[config.mk]
export PLATFORM = sky130hd
export DESIGN_NAME = aes_mmio_initiator
export DESIGN_NICKNAME = d
export VERILOG_FILES = /design/src/rtl/aes_pkg.sv /design/src/rtl/mmio_read_port.sv /design/src/rtl/aes_mmio_initiator.sv
export SDC_FILE = /design/constraint.sdc
export NUM_CORES = 1
export LEC_CHECK = 0
export CORE_MARGIN = 2
export CORE_UTILIZATION = 50
export DETAILED_ROUTE_END_ITERATION = 6
export PLACE_DENSITY = 0.84
export SYNTH_ARGS = -nofsm -noshare
export SYNTH_HDL_FRONTEND = slang
export SYNTH_SLANG_ARGS = --single-unit
export TNS_END_PERCENT = 10
[constraint.sdc]
create_clock -name clk_in -period 3.2 [get_ports clk_in]
set_input_delay 0.8 -clock clk_in [delete_from_list [all_inputs] [get_ports clk_in]]
set_output_delay 0.8 -clock clk_in [all_outputs]
set_load 0.02 [all_outputs]
[src/rtl/aes_pkg.sv]
// Shared definitions for the AES coprocessor MMIO initiator.
package aes_pkg;

    typedef enum logic [2:0] {
        IDLE,
        WR_KEY,
        WR_DATA,
        START,
        POLL,
        RD_RES,
        CLEAR,
        RESP
    } aes_state_e;

    localparam int unsigned NUM_WORDS      = 4;
    localparam int unsigned CTRL_VALID_BIT = 2;
    localparam int unsigned CTRL_DEC_BIT   = 1;
    localparam int unsigned CTRL_ENC_BIT   = 0;

    // Word idx of a 128-bit value, word 0 being the least significant.
    function automatic logic [31:0] word_sel(input logic [127:0] v, input logic [1:0] idx);
        return v[{idx, 5'b00000} +: 32];
    endfunction

    // Control word that kicks off a job; the VALID bit is owned by the coprocessor.
    function automatic logic [31:0] ctrl_word(input logic dec);
        logic [31:0] w;
        w               = '0;
        w[CTRL_DEC_BIT] = dec;
        w[CTRL_ENC_BIT] = ~dec;
        return w;
    endfunction

endpackage

[src/rtl/mmio_read_port.sv]
// Read sequencer: the cycle the address is on the bus is the issue cycle,
// and the read data is flagged valid exactly RD_LATENCY cycles later.
module mmio_read_port
    import aes_pkg::*;
#(
    parameter int unsigned RD_LATENCY = 1
) (
    input  logic        clk_in,
    input  logic        rst_in,
    input  logic        issue_in,
    input  logic [31:0] bus_data_in,
    output logic        busy_out,
    output logic        valid_out,
    output logic [31:0] data_out
);

    localparam int unsigned CW = $clog2(RD_LATENCY + 1);

    logic [CW-1:0] cnt_q, cnt_d;

    // Load the latency on issue, then count down to the capture cycle.
    always_comb begin
        cnt_d = cnt_q;
        if (cnt_q != '0) begin
            cnt_d = cnt_q - 1'b1;
        end else if (issue_in) begin
            cnt_d = CW'(RD_LATENCY);
        end
    end

    // Latency counter register.
    always_ff @(posedge clk_in or negedge rst_in) begin
        if (!rst_in) begin
            cnt_q <= '0;
        end else begin
            cnt_q <= cnt_d;
        end
    end

    assign busy_out  = (cnt_q != '0);
    assign valid_out = (cnt_q == CW'(1));
    assign data_out  = bus_data_in;

endmodule

[src/rtl/aes_mmio_initiator.sv]
// Drives one AES job through the coprocessor's MMIO window: key/block
// writes, start, status polling with timeout, result readback, clear.
module aes_mmio_initiator
    import aes_pkg::*;
#(
    parameter logic [31:0] AES_BASE    = 32'h0004_0000,
    parameter logic [19:0] CTRL_OFFSET = 20'h40300,
    parameter logic [9:0]  DATA_OFFSET = 10'h000,
    parameter logic [9:0]  KEY_OFFSET  = 10'h010,
    parameter int unsigned RD_LATENCY  = 1,
    parameter int unsigned TIMEOUT     = 4096
) (
    input  logic         clk_in,
    input  logic         rst_in,
    input  logic         req_valid_in,
    output logic         req_ready_out,
    input  logic         req_decrypt_in,
    input  logic         req_key_valid_in,
    input  logic [127:0] req_data_in,
    input  logic [127:0] req_key_in,
    output logic         resp_valid_out,
    input  logic         resp_ready_in,
    output logic [127:0] resp_data_out,
    output logic         resp_error_out,
    output logic [31:0]  bus_addr_out,
    output logic [31:0]  bus_data_out,
    output logic [3:0]   bus_we_out,
    input  logic [31:0]  bus_data_in
);

    localparam int unsigned PCW = (TIMEOUT > 1) ? $clog2(TIMEOUT) : 1;
    localparam logic [31:0] CTRL_ADDR = AES_BASE | {12'h000, CTRL_OFFSET};

    function automatic logic [31:0] word_addr(input logic [9:0] off, input logic [1:0] idx);
        return AES_BASE | ({22'h0, off} + {28'h0, idx, 2'b00});
    endfunction

    aes_state_e     state_q, state_d;
    logic [1:0]     word_q, word_d;
    logic [PCW-1:0] poll_cnt_q, poll_cnt_d;
    logic           dec_q, dec_d;
    logic [127:0]   key_q, key_d;
    logic [127:0]   data_q, data_d;
    logic [127:0]   resp_data_q, resp_data_d;
    logic           resp_err_q, resp_err_d;
    logic           resp_valid_q, resp_valid_d;
    logic           ready_q, ready_d;
    logic [31:0]    bus_addr_q, bus_addr_d;
    logic [31:0]    bus_data_q, bus_data_d;
    logic [3:0]     bus_we_q, bus_we_d;

    logic           rd_issue;
    logic           rd_busy;
    logic           rd_valid;
    logic [31:0]    rd_data;

    mmio_read_port #(
        .RD_LATENCY(RD_LATENCY)
    ) u_rd (
        .clk_in     (clk_in),
        .rst_in     (rst_in),
        .issue_in   (rd_issue),
        .bus_data_in(bus_data_in),
        .busy_out   (rd_busy),
        .valid_out  (rd_valid),
        .data_out   (rd_data)
    );

    // Next state and next registered outputs. The bus registers are loaded
    // from the next state so each bus cycle lines up with its FSM state.
    always_comb begin
        state_d      = state_q;
        word_d       = word_q;
        poll_cnt_d   = poll_cnt_q;
        dec_d        = dec_q;
        key_d        = key_q;
        data_d       = data_q;
        resp_data_d  = resp_data_q;
        resp_err_d   = resp_err_q;
        rd_issue     = 1'b0;
        bus_addr_d   = '0;
        bus_data_d   = '0;
        bus_we_d     = '0;

        case (state_q)
            IDLE: begin
                if (req_valid_in && ready_q) begin
                    dec_d      = req_decrypt_in;
                    key_d      = req_key_in;
                    data_d     = req_data_in;
                    resp_err_d = 1'b0;
                    word_d     = '0;
                    state_d    = req_key_valid_in ? WR_KEY : WR_DATA;
                end
            end
            WR_KEY: begin
                word_d = word_q + 1'b1;
                if (word_q == 2'(NUM_WORDS - 1)) state_d = WR_DATA;
            end
            WR_DATA: begin
                word_d = word_q + 1'b1;
                if (word_q == 2'(NUM_WORDS - 1)) state_d = START;
            end
            START: begin
                poll_cnt_d = '0;
                state_d    = POLL;
            end
            POLL: begin
                rd_issue = !rd_busy;
                if (rd_valid) begin
                    if (rd_data[CTRL_VALID_BIT] && !rd_data[CTRL_DEC_BIT] && !rd_data[CTRL_ENC_BIT]) begin
                        word_d  = '0;
                        state_d = RD_RES;
                    end else if (poll_cnt_q == PCW'(TIMEOUT - 1)) begin
                        resp_err_d = 1'b1;
                        state_d    = CLEAR;
                    end else begin
                        poll_cnt_d = poll_cnt_q + 1'b1;
                    end
                end
            end
            RD_RES: begin
                rd_issue = !rd_busy;
                if (rd_valid) begin
                    resp_data_d[{word_q, 5'b00000} +: 32] = rd_data;
                    word_d = word_q + 1'b1;
                    if (word_q == 2'(NUM_WORDS - 1)) state_d = CLEAR;
                end
            end
            CLEAR: begin
                state_d = RESP;
            end
            RESP: begin
                if (resp_ready_in) state_d = IDLE;
            end
            default: begin
                state_d = IDLE;
            end
        endcase

        case (state_d)
            WR_KEY: begin
                bus_addr_d = word_addr(KEY_OFFSET, word_d);
                bus_data_d = word_sel(key_d, word_d);
                bus_we_d   = '1;
            end
            WR_DATA: begin
                bus_addr_d = word_addr(DATA_OFFSET, word_d);
                bus_data_d = word_sel(data_d, word_d);
                bus_we_d   = '1;
            end
            START: begin
                bus_addr_d = CTRL_ADDR;
                bus_data_d = ctrl_word(dec_d);
                bus_we_d   = '1;
            end
            POLL: begin
                bus_addr_d = CTRL_ADDR;
            end
            RD_RES: begin
                bus_addr_d = word_addr(DATA_OFFSET, word_d);
            end
            CLEAR: begin
                bus_addr_d = CTRL_ADDR;
                bus_we_d   = '1;
            end
            default: begin
            end
        endcase

        ready_d      = (state_d == IDLE);
        resp_valid_d = (state_d == RESP);
    end

    // State and output registers; reset aborts any job in flight.
    always_ff @(posedge clk_in or negedge rst_in) begin
        if (!rst_in) begin
            state_q      <= IDLE;
            word_q       <= '0;
            poll_cnt_q   <= '0;
            dec_q        <= 1'b0;
            key_q        <= '0;
            data_q       <= '0;
            resp_data_q  <= '0;
            resp_err_q   <= 1'b0;
            resp_valid_q <= 1'b0;
            ready_q      <= 1'b0;
            bus_addr_q   <= '0;
            bus_data_q   <= '0;
            bus_we_q     <= '0;
        end else begin
            state_q      <= state_d;
            word_q       <= word_d;
            poll_cnt_q   <= poll_cnt_d;
            dec_q        <= dec_d;
            key_q        <= key_d;
            data_q       <= data_d;
            resp_data_q  <= resp_data_d;
            resp_err_q   <= resp_err_d;
            resp_valid_q <= resp_valid_d;
            ready_q      <= ready_d;
            bus_addr_q   <= bus_addr_d;
            bus_data_q   <= bus_data_d;
            bus_we_q     <= bus_we_d;
        end
    end

    assign req_ready_out  = ready_q;
    assign resp_valid_out = resp_valid_q;
    assign resp_data_out  = resp_data_q;
    assign resp_error_out = resp_err_q;
    assign bus_addr_out   = bus_addr_q;
    assign bus_data_out   = bus_data_q;
    assign bus_we_out     = bus_we_q;

endmodule
* Yosys cells after proc, flatten, opt, wreduce, memory -nomap -nowiden
Cells that the tools add are included.
** Word-level totals
- Register bits after elaboration :: 474
- Bits in latches :: 0
- Memory bits (writable) :: 0
- Bits in read-only memories :: 0
- Bits of input ports :: 294
- Memories :: 0
** Operators by class
- Add/sub/neg operators :: 5
- Multiply operators :: 0
- Div/mod/pow operators :: 0
- $lt $le $gt $ge :: 0
- Eq/ne operators :: 21
- Shift-type cells :: 4
- Muxes and demuxes :: 38
- Bitwise operators :: 1
- Reductions and logical operators :: 18
** Operators by type and width (count)
- $mux 128 :: 4
- $shiftx 128x8->32 :: 2
- $bwmux 128 :: 1
- $shift 32x9->128 const A :: 1
- $shiftx 32x9->128 :: 1
- $pmux 32 s3 :: 1
- $pmux 19 s3 :: 1
- $mux 12 :: 3
- $mux 3 :: 9
- $eq 3x3->1 const B :: 8
- $pmux 12 s2 :: 1
- $pmux 3 s8 :: 1
- $add 12x1->12 const B :: 1
- $eq 12x12->1 const B :: 1
- $eq 3x2->1 const B :: 4
- $mux 2 :: 5
- $mux 1 :: 9
- $neg 7->9 :: 1
- $ne 2x2->1 const B :: 4
- $pmux 2 s4 :: 1
- $add 5x4->6 const A :: 1
- $eq 3x1->1 const B :: 2
- $logic_not 3->1 :: 2
- $reduce_or 2->1 :: 3
- other kinds (15) :: 20

* Logic depth before layout (Yosys ltp)
- Word-level depth :: 9
- Depth in mapped cells :: 12
- Mapped depth without buffers :: 10

* Modules after synthesis
From an unflattened synthesis, not the netlist that was laid out.
** Second synthesis, totals
- Cells, all modules :: 2152
- Area total of the unflattened synthesis :: 19867.8 sq um
** Modules (own cells, without submodules)
- aes_mmio_initiator :: instances 1, cells each 2117, area an instance 19581.3 sq um, seq. area each 11085.6 sq um
- mmio_read_port :: instances 1, cells each 35, area an instance 286.5 sq um, seq. area each 25.0 sq um

* Least setup slack after synthesis
OpenSTA, ideal clock, no wires.
- Path type :: in2reg
- Start point :: in bus_data_in[0]
- End point :: reg bus_data_q[10] (netlist: bus_data_out[10])
- Setup time :: 0.121 ns
- Arrival time :: 2.728 ns
- Data required time :: 3.079 ns
- Path slack :: 0.351 ns
- Cell stages on the path :: 11
- Path through :: or3b_1 and3_4 a22oi_4 inv_2 o21a_1 nand2_1 buf_2 buf_4 mux2i_1 mux2i_1 a22o_1
** On the way
- Longest elaborated chain between the ends :: 7
** Ends and longest elaborated chain
- start: declaration :: RTL line aes_mmio_initiator.sv:28 : input logic [31:0] bus_data_in
- $logic_not 1->1 * :: RTL line aes_mmio_initiator.sv:111 : if (rd_data[CTRL_VALID_BIT] && !rd_data[CTRL_DEC_BIT] && !rd_data[CTRL_ENC_BIT]) begin
- $logic_and 1x1->1 * :: RTL line aes_mmio_initiator.sv:111
- $mux 3 * :: RTL line aes_mmio_initiator.sv:111
- $mux 3 * :: RTL line aes_mmio_initiator.sv:110 : if (rd_valid) begin
- $pmux 3 s8 * :: RTL line aes_mmio_initiator.sv:85 : case (state_q)
- named net state_d[1] :: RTL line aes_mmio_initiator.sv:38 : aes_state_e state_q, state_d;
- $eq 3x2->1 or $eq 3x1->1 (tied branches) :: RTL line aes_mmio_initiator.sv:141 : case (state_d)
- $pmux 32 s3 * :: RTL line aes_mmio_initiator.sv:141
- named net bus_data_d[10] :: RTL line aes_mmio_initiator.sv:49 : logic [31:0] bus_data_q, bus_data_d;
- end signal: assignment :: RTL line aes_mmio_initiator.sv:203 : bus_data_q <= bus_data_d;
- end: declaration :: RTL line aes_mmio_initiator.sv:49
The timed path passes the listed nets; every way through them passes the cells marked *.
A chain may end at the register's enable or synchronous reset.

* Worst setup path after layout
- Start point :: in bus_data_in[2]
- End point :: reg bus_data_q[22] (netlist: bus_data_out[22])
** On the way
- Longest elaborated chain between the ends :: 7
** Ends and longest elaborated chain (RTL line)
- $logic_and 1x1->1 * (2 in series) :: aes_mmio_initiator.sv:111
- $mux 3 * :: aes_mmio_initiator.sv:111
- $mux 3 * :: aes_mmio_initiator.sv:110
- $pmux 3 s8 * :: aes_mmio_initiator.sv:85
- named net state_d[1] :: aes_mmio_initiator.sv:38
- $eq 3x2->1 or $eq 3x1->1 (tied branches) :: aes_mmio_initiator.sv:141
- $pmux 32 s3 * :: aes_mmio_initiator.sv:141
- named net bus_data_d[22] :: aes_mmio_initiator.sv:49
Marks and branches as above.

==> run metrics <==
run status complete, no violations; Synth-to-Final Area Change 36.6%; WP data arrival 3.47 ns; Area contributors post-synth dfrtp_1 57%, mux2_2 16%, mux2i_1 8.9%, nand2_1 5.3%, o21ai_0 3.5%; hold buffers post-CTS 0; largest net degree at the start of global routing 101; vias per cell 5.46; Core Box Area 0.0386 sq mm; Mapped Area 0.0194 sq mm; crit path max fanout 14; Gate Count Post-Synth 1589; router iterations before antenna repair 5; Post-synth EDFFs 0; dpl cells 2543; first-pass GRT wire length 87.3 mm; DR vias 14300; TritonCTS clock tree yes; H-tree levels 2; worst min path class primary input to asynchronous set/reset pin; PnR worst setup slack 0.210 ns; pwr/cell area 873 mW/mm^2; Finished Core Util 0.689; CTS buffer count 45; Synth async-reset ratio 1.00; clock slew at reported path FFs 0.06 ns; GRT Resource Usage Total 0.280; Initial Util 0.504; Critical Path RT 3.68 ns; most common cell after layout, fill and taps aside clkdlybuf4s50_1; most frequent CP cell mux2i_1; die width 201 um; initial drt markers 783; CP Launch Point bus_data_in[2]; f_max 334 MHz; Finished Layout Cells 2629; Final Max Slew Viols 0; share of cells above drive strength 1 0.210; Final Skew 0.0248 ns; Synth Register Bits 444; post-synthesis sequential area ratio 0.571; Placement Rows 72; DRT antenna net count 0; commonest non-fill, non-tap cells in the layout 465 x clkdlybuf4s50_1, 444 x dfrtp_1, 270 x mux2_2, 267 x nand2_1, 172 x mux2i_1; maximum vdd ir drop 494 uV; I/O pin count 493; die area 0.0405 sq mm; reg2reg start word_q[0]; Least-Margin Pin Slew 1.14 ns; R2R cell count 10; vias in the first global route 15300; final hold violations 0; worst-path cell chain clkdlybuf4s50_1, or3b_1, and3_4, a22oi_4, inv_2, o21a_1, nand2_4, buf_4, mux2i_1, mux2i_1, a22o_1; Longest Clk Path Bufs 3; Residual DRC 0; CTS Root Cell clkbuf_16; Placer Congestion 0.878; Tmin final 2.99 ns; # Post-CTS Setup Buffers 0; Synth top area share 0.571; Yosys warning total 0; Port Buffers 466; Slew HR 0.236; leakage power 12.6 nW; drt total wl 56.8 mm; Final setup viols 0; Worst Path Class, Setup primary input to flop; Final period util 0.935; total power 23.2 mW; Synth area leader dfrtp_1; post-DP HPWL 41.3 mm; ys flop type dfrtp_1; Die Ht 201 um; Nets 2373; total grt overflow 0; CP Capture Type flop; dpl ws -0.353 ns; RSZ-0062 raised after global routing false; clock sink count 444; max-cap viol count 0; number of gates resized after CTS 0; CP max stage delay 0.49 ns; CP max-delay cell clkdlybuf4s50_1; launching element type of the critical path primary input; worst skew pair latency 0.59 ns; Netlist cell types 54; initial antenna violation count 11; routed len/inst 21.6 um; average size of a mapped cell 12.2 sq um
## metal layers
layer	global-route usage	wire (um)	vias to the layer above
met2	0.471	27800	589
met5	0	62	-
met1	0.333	21600	7198
met4	0.119	2460	10
li1	-	-	6406
met3	0.0860	4840	146
## cells by family after synthesis
group | Yosys count | synth area share
xor gates and xnor gates | 10 | 0.00450
buffers and inverters | 137 | 0.0373
muxes | 444 | 0.247
and+or+nand+nor | 359 | 0.0793
AOI/OAI and AO/OA | 187 | 0.0562
DFF | 444 | 0.571
other | 1 | 0.000193
adders and majority gates | 7 | 0.00450
## worst max-delay path, delay by kind of cell
family          cells  cell delay, ns
mux                 2            0.42
compound gates      3            0.57
buf+inv             3            0.86
simple gates        3            0.81
## power by group
part,switching [mW],internal [mW],leakage [nW]
Clock,2.26,2.87,0.709
Sequential,0.863,7.25,5.81
Combinational,5.29,4.65,6.10
## state kept, by name, summed over array words and instances (netlist names)
| register | count |
|---|---|
| bus_addr_out | 5 |
| bus_data_out | 32 |
| bus_we_out | 1 |
| data_q | 128 |
| dec_q | 1 |
| key_q | 128 |
| poll_cnt_q | 12 |
| req_ready_out | 1 |
| resp_data_out | 128 |
| resp_error_out | 1 |
| resp_valid_out | 1 |
| state_q | 3 |
| u_rd.busy_out | 1 |
| word_q | 2 |
## cell type report
class                      instances  area [sq um]
antenna                            6          15.0
clock buffer                      60          1260
clock inverter                    20           164
fill                            2685         12000
inverter                          10          37.5
multi-input combinational       1033          7760
sequential                       444         11100
tap                              518           648
timing repair buffer             538          5550
## path summary, 6_finish.rpt
check / slack [ns] / to
worst max-delay path: 0.21 / bus_data_out[22]
worst min-delay path: 0.15 / resp_data_out[87]
worst max register to register: 0.32 / bus_data_out[22]
worst min register to register: 0.48 / resp_data_out[9]
max in group asynchronous: 2.09 / key_q[45]
min in group clk_in: 0.48 / resp_data_out[9]
## through the flow
| stage | cell area [sq um] | setup TNS, ns | hold WS, ns |
|---|---|---|---|
| 2_1_floorplan | 19500 | 0 | 0.466 |
| 3_3_place_gp | 25100 | -5.67 | 0.461 |
| 3_5_place_dp | 25100 | -8.21 | 0.470 |
| 4_1_cts | 26500 | 0 | 0.146 |
| 5_1_grt | 26500 | 0 | 0.168 |
| 6_report | 26600 | 0 | 0.149 |
## Yosys cell counts (2+ instances only)
| library cell | number |
|---|---|
| nor2_1 | 26 |
| nand4_1 | 4 |
| a22o_1 | 24 |
| o21ai_1 | 2 |
| xnor2_1 | 5 |
| o221ai_1 | 2 |
| nand2_1 | 272 |
| inv_2 | 2 |
| nand2b_1 | 8 |
| mux2_2 | 270 |
| buf_6 | 2 |
| nor3b_1 | 3 |
| or4_1 | 2 |
| a21oi_1 | 7 |
| nor2b_1 | 4 |
| mux2i_1 | 173 |
| buf_2 | 39 |
| inv_1 | 8 |
| nand3_1 | 9 |
| and2_1 | 2 |
| nor3_1 | 12 |
| ha_1 | 7 |
| o22ai_1 | 6 |
| clkbuf_1 | 47 |
| o21ai_0 | 135 |
| buf_4 | 39 |
| xor2_1 | 5 |
| nand3b_1 | 2 |
| dfrtp_1 | 444 |
| and3_1 | 3 |
| a221oi_1 | 2 |
No activity file was read; power rests on OpenSTA's default activity.
